--- config.mk ---
export PLATFORM = sky130hd
export DESIGN_NAME = pc_sequencer
export DESIGN_NICKNAME = d
export VERILOG_FILES = /design/src/rtl/pc_sequencer.sv
export SDC_FILE = /design/constraint.sdc
export NUM_CORES = 1
export LEC_CHECK = 0
export CORE_UTILIZATION = 43
export DETAILED_ROUTE_END_ITERATION = 8
export DONT_BUFFER_PORTS = 1
export PLACE_DENSITY_LB_ADDON = 0.2
export RECOVER_POWER = 25
export SLEW_MARGIN = 5
export SYNTH_ARGS = -nofsm -noshare
export SYNTH_HDL_FRONTEND = slang
export SYNTH_SLANG_ARGS = --single-unit
--- constraint.sdc ---
create_clock -name clk_i -period 1.87 [get_ports clk_i]
set_clock_uncertainty 0.1 [all_clocks]
set_input_delay 0 -clock clk_i [delete_from_list [all_inputs] [get_ports clk_i]]
set_output_delay 0 -clock clk_i [all_outputs]
set_load 0.005 [all_outputs]
--- src/rtl/pc_sequencer.sv ---
// PC sequencing and hazard control for a 5-stage pipeline: boot FSM, next-PC select,
// load-use stall, branch/jump flush, data-memory freeze, and saturating stall/flush counters.
module pc_sequencer #(
    parameter logic [31:0] RESET_VECTOR = 32'h0000_0000,
    parameter int          CNT_W        = 16
) (
    input  logic             clk_i,
    input  logic             rst_i,
    input  logic             start_i,
    input  logic [31:0]      pc_i,
    input  logic             dmem_stall_i,
    input  logic             idex_memread_i,
    input  logic [4:0]       idex_rt_i,
    input  logic [4:0]       ifid_rs_i,
    input  logic [4:0]       ifid_rt_i,
    input  logic             branch_taken_i,
    input  logic [31:0]      branch_target_i,
    input  logic             jump_i,
    input  logic [31:0]      jump_target_i,
    output logic [31:0]      pc_next_o,
    output logic             pc_stall_o,
    output logic             ifid_stall_o,
    output logic             ifid_flush_o,
    output logic             idex_bubble_o,
    output logic             freeze_o,
    output logic [1:0]       state_o,
    output logic [CNT_W-1:0] stall_cnt_o,
    output logic [CNT_W-1:0] flush_cnt_o
);

    typedef enum logic [1:0] {
        IDLE    = 2'd0,
        BOOT    = 2'd1,
        RUN     = 2'd2,
        MEMWAIT = 2'd3
    } state_t;

    state_t state, state_next;
    logic   load_use;

    function automatic logic [CNT_W-1:0] sat_inc(input logic [CNT_W-1:0] v, input logic en);
        if (en && (v != {CNT_W{1'b1}}))
            return v + {{(CNT_W-1){1'b0}}, 1'b1};
        return v;
    endfunction

    // $zero is never a real dependency, so a load into r0 cannot cause a hazard.
    assign load_use = idex_memread_i && (idex_rt_i != 5'd0) &&
                      ((idex_rt_i == ifid_rs_i) || (idex_rt_i == ifid_rt_i));

    assign state_o = state;

    always_comb begin
        state_next    = state;
        pc_next_o     = RESET_VECTOR;
        pc_stall_o    = 1'b0;
        ifid_stall_o  = 1'b0;
        ifid_flush_o  = 1'b0;
        idex_bubble_o = 1'b0;
        freeze_o      = 1'b0;
        if (rst_i) begin
            state_next   = IDLE;
            ifid_flush_o = 1'b1;
        end else begin
            unique case (state)
                IDLE: begin
                    ifid_flush_o = 1'b1;
                    if (start_i) state_next = BOOT;
                end
                BOOT: begin
                    ifid_flush_o = 1'b1;
                    state_next   = RUN;
                end
                RUN, MEMWAIT: begin
                    // MEMWAIT decodes like RUN once memory is ready, so no cycle is lost on exit.
                    if (dmem_stall_i) begin
                        freeze_o     = 1'b1;
                        pc_stall_o   = 1'b1;
                        ifid_stall_o = 1'b1;
                        pc_next_o    = pc_i;
                        state_next   = MEMWAIT;
                    end else begin
                        state_next = RUN;
                        if (load_use) begin
                            pc_stall_o    = 1'b1;
                            ifid_stall_o  = 1'b1;
                            idex_bubble_o = 1'b1;
                            pc_next_o     = pc_i;
                        end else if (jump_i) begin
                            pc_next_o    = jump_target_i;
                            ifid_flush_o = 1'b1;
                        end else if (branch_taken_i) begin
                            pc_next_o    = branch_target_i;
                            ifid_flush_o = 1'b1;
                        end else begin
                            pc_next_o = pc_i + 32'd4;
                        end
                    end
                end
            endcase
            if (!start_i) state_next = IDLE;
        end
    end

    always_ff @(posedge clk_i) begin
        if (rst_i) begin
            state       <= IDLE;
            stall_cnt_o <= '0;
            flush_cnt_o <= '0;
        end else begin
            state       <= state_next;
            stall_cnt_o <= sat_inc(stall_cnt_o, pc_stall_o && (state != IDLE));
            flush_cnt_o <= sat_inc(flush_cnt_o, ifid_flush_o && (state == RUN));
        end
    end

endmodule
Yosys cells after proc, flatten, opt, wreduce, memory -nomap -nowiden
Cells that the tools add are included.

operators by class
  reductions and logical operators = 13
  divide/modulo/power cells = 0
  shift operators = 0
  add/sub/neg operators = 3
  bitwise operators = 1
  muxes and demuxes = 30
  magnitude comparators = 0
  $mul = 0
  equal/unequal tests = 7

operators with widths
  cell                                                                   number
  32-bit two-way mux                                                     6
  16-bit by 1-bit adder with 16-bit output, second input constant        2
  32-bit by 3-bit adder with 32-bit output, second input constant        1
  16-bit two-way mux                                                     2
  16-bit != test, second input constant                                  2
  1-bit two-way mux                                                      20
  5-bit equality test                                                    2
  1-bit logical AND                                                      6
  2-bit case mux with 3 select lines                                     1
  2-bit OR reduction                                                     3
  5-bit nonzero test                                                     1
  2-bit equality test, second input constant                             2
  2-bit by 1-bit equality test with 1-bit output, second input constant  1
  2-bit zero test                                                        1
  1-bit case mux with 2 select lines                                     1
  2-bit nonzero test                                                     1
  1-bit logical OR                                                       1
  1-bit NOT                                                              1

word-level totals
  bits of input ports = 118
  RAM bits = 0
  memories kept = 0
  flip-flop bits (word level) = 34
  logic and storage cells = 57
  bits in read-only memories = 0
  output and inout port bits = 71
  latch bits = 0

Longest topological paths before layout
Gate-level depths: netlist of the first run.

  word-level depth = 11
  gate-level depth with buffers = 9
  depth with buffers taken out = 8

Worst setup path before layout of the first run
OpenSTA, ideal clock, no wires.

  path kind = register to register
  from = register flush_cnt_o[0]
  to = register flush_cnt_o[9]
  arrival time = 1870 ps
  buffers on the path = 0
  clock period less this slack = 2091 ps
  library setup time = 121 ps
  slack = -221 ps
  stages on the path, launching flop included = 9
  required time = 1649 ps
  path through = dfxtp_1 > ha_1 > nand3_1 > nor4b_4 > nand3_1 > nand4_1 > a21oi_4 > nand3_1 > mux2_4

between the ends
  longest elaborated chain between the ends = 4
  elaborated cells on any way between the ends = 6
  classes of those cells = add/sub: 1; eq/ne: 1; mux: 3; reduce/logical: 1

ends and longest elaborated chain
  item                                                                              line  RTL
  from (decl)                                                                       28    output logic [CNT_W-1:0] flush_cnt_o
  from (signal assigned)                                                            113   flush_cnt_o <= sat_inc(flush_cnt_o, ifid_flush_o && (state == RUN));
  branches (longest 4 deep; another with 16-bit by 1-bit adder with 16-bit output)  -

Several ways; the timed one is not identified. The select of a mux whose other input is x is not followed.
A chain may end at the register's enable or synchronous reset.

Worst setup path in the final report of the first run
  from = register flush_cnt_o[1]
  to = register flush_cnt_o[6]

Same word-level chain as after synthesis.

==> flow_metrics.py, run 1 <==
metrics = {
    "logic_synthesis": {
        "synth_compound_gate_area_share_pct": 26.1,
        "ys.warnings.count": 0,
        "yosysTopAreaCell": "dfxtp_1",
        "avgSynthCellArea_sq_um": 6.86,
        "yosys.area_share.simple_pct": 34.1,
        "muxShareOfSynthArea_pct": 3.37,
        "synthArstFlopShare_pct": 0,
        "synth_top_family_by_area": "simple AND/OR/NAND/NOR gates",
        "synthFlopType": "dfxtp_1",
        "syn_area_sq_mm": 0.00345,
        "synth-edff-count": 0,
        "synth_adder_area_share_pct": 1.09,
        "ys_types": 58,
        "synth_xor_area_share_pct": 10.2,
        "ys_ff_latch": 34,
        "ys_seq_area_share_pct": 19.7,
        "synth_top_area_share_pct": 19.7,
        "synthCells": 503,
        "yosys-top-cells-area": "dfxtp_1 20%, a21oi_1 7.8%, nor2_1 7.0%",
        "syn_nets": 624,
    },
    "floorplanning": {
        "top_level_ports": 189,
        "fp.dieArea_sq_mm": 0.00839,
        "die_w_um": 91.6,
        "coreArea_sq_mm": 0.00773,
        "start_util_pct": 44.7,
        "std_cell_rows": 32,
        "fp.dieH_um": 91.6,
    },
    "pwr": {
        "p_leak_nw": 1.40,
        "power_per_cell_area_mw_per_mm2": 405,
        "peakVddDrop_v": 0.000363,
    },
    "clock_network": {
        "clk_pin_slew_worst_paths_ns": 0.07,
        "cts_buffers": 5,
        "clock_latency_ns": 0.29,
        "cts_tree": "done",
        "cts.path.max_buffers": 2,
        "cts_max_level": 2,
        "cts_sinks": 34,
        "cts_root_buffer": "clkbuf_8",
    },
    "sta": {
        "fin_crit_ns": 1.82,
        "worstMarginPinSlew_ns": 0.616,
        "hold_viol": 0,
        "hold_ws_ns": 0.0142,
        "clock.fmax_mhz": 548,
        "finalMaxSlewViolations": 0,
        "final.setup.tns_ns": 0,
        "slew_headroom_pct": 58.9,
        "rsz0062_at_grt": "yes",
        "finalSetupViolations": 0,
        "timing.final.crit_share_pct": 97.5,
    },
    "worst_setup_path": {
        "cp-start-kind": "register",
        "crit_path_end_kind": "register",
        "crit_required_ns": 1.94,
        "arrival_ns": 1.90,
        "crit_slowest_cell": "dfxtp_4",
        "cp_max_fo": 4,
        "critPathKind": "register to register",
        "cp_cell_sequence": "ha_4, nand3_4, nor4b_4, nand3_2, nand2_1, a21oi_2, and3_1, mux2_4",
        "slowest_delay_ns": 0.36,
    },
    "drt": {
        "drcViolationCount": 0,
        "drt_iter0_markers": 175,
        "wirelength_um": 11100,
        "vias": 3813,
        "viasPerCell": 5.98,
        "ant_nets": 0,
        "wl_per_cell_um": 17.4,
        "firstDrtPassIters": 5,
    },
    "global_route": {
        "grt_max_degree": 46,
        "track_usage_pct": 25.4,
        "grt_pass1_wl_um": 17400,
        "grt_pass1_vias": 3535,
        "grt_overflow": 0,
        "antenna_found_initial": 0,
    },
    "final_layout": {
        "ff_latch_area_sq_um": 688,
        "area_delta_synth_final_pct": 16.6,
        "n_antenna_cell": 0,
        "fin_area_sq_mm": 0.00402,
        "multiInputGateArea_sq_mm": 0.00268,
        "fill_cells": 778,
        "instances_no_fill": 638,
        "fin_nets": 656,
        "drive_gt1_share_pct": 15.1,
    },
    "status": {
        "status": "complete, no violations",
    },
    "place": {
        "dp_hpwl_um": 8330,
        "placed_cells": 625,
        "place_area_sq_mm": 0.00388,
        "io_buffers": 0,
        "gp_congestion": 0.900,
    },
    "run": {
        "max_cap_violations": 0,
    },
    "min_path": {
        "hold_path_class": "primary input to output pin",
    },
}
sequential cells by signal, indices dropped and copies added, names as in the netlist:
signal	flops
stall_cnt_o	16
flush_cnt_o	16
state_o	2
placed cells by master (no fill, tap or decap), drive strengths merged, types with 3 or more instances in the layout:
cell          n
xor2         19
nand2        51
nor2b         6
mux2i         6
dlygate4sd3   3
nand2b        5
o211ai        6
buf          39
nor2         65
or3           4
o311a         3
nand3        26
nor4b         4
and3         12
nand4        14
and2          5
inv           6
o21ai        42
clkbuf       21
o22ai         3
a21oi        57
ha            3
clkinv        3
mux2          4
o221ai        3
a211oi       14
nor3         28
a311oi        3
nor4          3
and4          8
dfxtp        34
xnor2        21
per-layer routing:
metal  GRT usage (%)  share of wire (%)  vias to the layer above
li1                -                  -                     1892
met1            33.8                 45                     1747
met2            42.0                 47                      157
met3            5.61                7.1                       17
met4            5.29                1.3                        0
met5               0                  0                        -
final cells by class:
class / instances / share of cell area, %
repair buffers: 56 / 10.0
clock buffers: 7 / 2.15
clock inverters: 1 / 0.124
well taps: 102 / 3.17
multi-input cells: 430 / 66.7
flip-flops and latches: 34 / 17.1
inverters: 8 / 0.746
stage by stage:
stage | setup slack (ns) | total power (W) | utilization, %
CTS | 0.00735 | 0.00164 | 52.1
finish | 0.0461 | 0.00163 | 52.1
global route | -0.0721 | 0.00171 | 52.1
global placement | 0.0269 | 0.00105 | 50.2
detailed placement | -0.0251 | 0.00106 | 50.2
floorplan | -0.0605 | 0.00102 | -
worst max-delay path, delay by kind of cell, from the launching register on:
kind | cells | cell delay (ns)
and+or+nand+nor | 5 | 0.78
muxes | 1 | 0.29
AOI/OAI and AO/OA | 1 | 0.05
adders and majority gates | 1 | 0.15
DFF | 1 | 0.36
where the power goes:
group	switching [W]	internal (W)	leakage [nW]
clock network	0.000265	0.000297	0.0482
registers	0.00000284	0.000725	0.276
logic	0.000199	0.000142	1.08
total	0.000467	0.00116	1.40
synthesized netlist by cell type, types with 11 or more instances:
cell and number:
a211oi_1 11, a21oi_1 54, and3_1 12, clkbuf_1 21, dfxtp_1 34, nand2_1 51, nand3_1 26, nand4_1 14
nor2_1 64, nor3_1 26, o21ai_0 40, xnor2_1 21, xor2_1 19
cell families after synthesis:
family                   count (synthesis)
buffers and inverters                   39
AO/OA/AOI/OAI                          143
flip-flops                              34
AND/OR/NAND/NOR                        234
adder cells (fa/ha/maj)                  3
multiplexers                            10
XOR/XNOR                                40
path summary, 6_finish.rpt:
path	to	slack, ns	cells past startpoint	startpoint
worst max-delay path	flush_cnt_o[6]$_SDFFE_PP0P_	0.05	8	flush_cnt_o[1]$_SDFFE_PP0P_
worst min-delay path	pc_next_o[2]	0.01	2	pc_i[2]
worst max register to register	flush_cnt_o[6]$_SDFFE_PP0P_	0.05	8	flush_cnt_o[1]$_SDFFE_PP0P_
worst min register to register	state_o[1]$_SDFF_PP0_	0.46	2	state_o[0]$_SDFF_PP0_
what timing repair did:
action,4_1_cts,5_1_grt
hold buffers,4,0
endpoints found under the setup margin,4,19
endpoints found under the hold margin,35,0
pin swaps,3,2
gates resized for setup,0,12
buffers inserted,0,1
(Power assumes the default switching activity.)
==> run 2: changes to the inputs <==
--- a/config.mk
+++ b/config.mk
@@ -5,10 +5,11 @@
 export SDC_FILE = /design/constraint.sdc
 export NUM_CORES = 1
 export LEC_CHECK = 0
+export CORE_ASPECT_RATIO = 1.2
 export CORE_UTILIZATION = 43
 export DETAILED_ROUTE_END_ITERATION = 8
 export DONT_BUFFER_PORTS = 1
-export PLACE_DENSITY_LB_ADDON = 0.2
+export PLACE_DENSITY_LB_ADDON = 0.15
 export RECOVER_POWER = 25
 export SLEW_MARGIN = 5
 export SYNTH_ARGS = -nofsm -noshare
==> constraint.sdc (replaced) <==
create_clock -name clk_i -period 1.87 [get_ports clk_i]
set_clock_uncertainty 0.1 [all_clocks]
set_input_delay 0.374 -clock clk_i [delete_from_list [all_inputs] [get_ports clk_i]]
set_output_delay 0.374 -clock clk_i [all_outputs]
set_load 0.005 [all_outputs]
==> run 2 against run 1 <==
The flow now finishes with violations (negative setup slack); cell count up 7.8%; combinational power is 57% higher; wire length grew 24%; global-route usage grew 4.4 points; design area rose by 26%; flip-flop and latch count did not move; critical endpoint is now pc_next_o[15]; highest routed layer unchanged.
==> flow_metrics.py, run 2 (same netlist as run 1, synthesis figures left out) <==
metrics = {
    "status": {
        "status": "complete, but fails checks",
        "violations": "negative setup slack",
    },
    "global_route": {
        "antenna_found_initial": 0,
        "grt_max_degree": 46,
        "track_usage_pct": 29.8,
        "grt_pass1_vias": 4121,
        "grt_overflow": 0,
        "grt_pass1_wl_um": 20300,
    },
    "floorplanning": {
        "top_level_ports": 189,
        "coreArea_sq_mm": 0.00771,
        "fp.dieH_um": 100,
        "std_cell_rows": 35,
        "fp.dieArea_sq_mm": 0.00839,
        "start_util_pct": 44.8,
        "die_w_um": 83.8,
    },
    "min_path": {
        "hold_path_class": "primary input to register",
        "hold_depth": 1,
    },
    "worst_setup_path": {
        "arrival_ns": 1.97,
        "cp_max_fo": 10,
        "rrSetupSlack_ns": -0.09,
        "worstRegToRegCells": 10,
        "crit_required_ns": 1.40,
        "slowest_delay_ns": 0.53,
        "critPathKind": "primary input to output pin",
        "crit_path_end_kind": "output pin",
        "cp-start-kind": "primary input",
        "crit_slowest_cell": "or4_4",
        "cp_cell_sequence": "or4_4, o21a_4, a21oi_4, buf_6, buf_12, a21oi_2, nor3_2",
    },
    "place": {
        "io_buffers": 0,
        "gp_congestion": 0.883,
        "place_ws_ns": -0.684,
        "dp_hpwl_um": 9200,
        "place_area_sq_mm": 0.00417,
    },
    "final_layout": {
        "final_cell_mix": "84 x buf_4, 60 x nor2_1, 50 x nand2_1",
        "layout_commonest_cell": "buf_4",
        "n_antenna_cell": 0,
        "ff_latch_area_sq_um": 683,
        "fin_area_sq_mm": 0.00508,
        "fill_cells": 652,
        "fin_nets": 716,
        "drive_gt1_share_pct": 37.2,
        "area_delta_synth_final_pct": 47.3,
        "multiInputGateArea_sq_mm": 0.00307,
    },
    "clock_network": {
        "cts.path.max_buffers": 2,
        "cts_tree": "done",
        "clk_pin_slew_worst_paths_ns": 0.07,
        "cts_sinks": 34,
        "postCtsHoldBufs": 0,
        "cts_buffers": 5,
        "cts_max_level": 2,
        "cts_root_buffer": "clkbuf_8",
        "clock_latency_ns": 0.28,
    },
    "sta": {
        "finalSetupViolations": 68,
        "fin_ws_ns": -0.576,
        "clock.fmax_mhz": 409,
        "slew_headroom_pct": 62.4,
        "fin_crit_ns": 2.45,
        "hold_viol": 0,
        "finalMaxSlewViolations": 0,
        "worstMarginPinSlew_ns": 0.564,
        "timing.final.crit_share_pct": 131,
        "rsz0062_at_grt": "yes",
    },
    "drt": {
        "drcViolationCount": 0,
        "vias": 4274,
        "ant_nets": 0,
        "wirelength_um": 13800,
        "firstDrtPassIters": 4,
        "drt_iter0_markers": 180,
        "wl_per_cell_um": 20.1,
        "viasPerCell": 6.21,
    },
    "pwr": {
        "peakVddDrop_v": 0.000425,
        "p_leak_nw": 1.85,
        "power_per_cell_area_mw_per_mm2": 360,
    },
    "run": {
        "max_cap_violations": 0,
    },
}
-- run 2: changes by cell type in the layout (fill, tap and decap cells not counted), moves of 12 or more --
cell / delta
a21oi_1: -20
clkbuf_1: -12
buf_6: +17
o21ai_0: -14
buf_4: +48
a21oi_2: +16
-- run 2: worst paths after layout --
kind / startpoint / end
worst max-delay path: idex_rt_i[1] / pc_next_o[15]
worst min-delay path: rst_i / flush_cnt_o[11]$_SDFFE_PP0P_
worst max register to register: flush_cnt_o[0]$_SDFFE_PP0P_ / flush_cnt_o[11]$_SDFFE_PP0P_
worst min register to register: stall_cnt_o[5]$_SDFFE_PP0P_ / stall_cnt_o[5]$_SDFFE_PP0P_
-- run 2: metrics by stage --
step	hold WS [ns]	util, %	cells	TNS, ns	total power, W
global route	0.0375	66.0	688	-23.86	0.00191
CTS	0.0429	61.2	676	-18.64	0.00177
finish	0.0533	66.0	688	-21.70	0.00183
floorplan	0.371	-	503	-13.58	0.00104
detailed placement	0.351	54.2	653	-26.92	0.00112
global placement	0.347	54.2	653	-24.37	0.00111
-- run 2: layer usage --
layer | up-vias | global-route usage (%) | share of wire (%)
met4 | 0 | 15.1 | 3.9
met5 | - | 0 | 0
li1 | 2014 | - | -
met1 | 2017 | 31.7 | 35
met3 | 44 | 6.83 | 7.8
met2 | 199 | 55.2 | 53
-- run 2: layout make-up --
cell class              count  share of cell area (%)
multi-input cells         430                    60.3
repair buffers            116                    21.6
flip-flops and latches     34                    13.4
well taps                  92                    2.26
clock buffers               7                    1.70
inverters                   8                   0.591
clock inverters             1                  0.0984
-- run 2: report_power, final --
part           internal (W)  switching (W)
Combinational      0.000264       0.000272
Sequential         0.000727     0.00000325
Clock              0.000297       0.000266
Total               0.00129       0.000541
-- run 2: what timing repair did --
action                                 in CTS  in global routing
pin swaps                                  23                 42
gates resized for setup                    69                 58
setup endpoints to repair                  54                 65
setup buffers                              13                 10
cloned                                      2                  3
endpoints found under the hold margin       0                  0
-- run 2: critical path, delay by kind of cell --
family          cells  cell delay [ns]
compound gates      3             0.52
buf+inv             2             0.26
simple gates        2             0.81
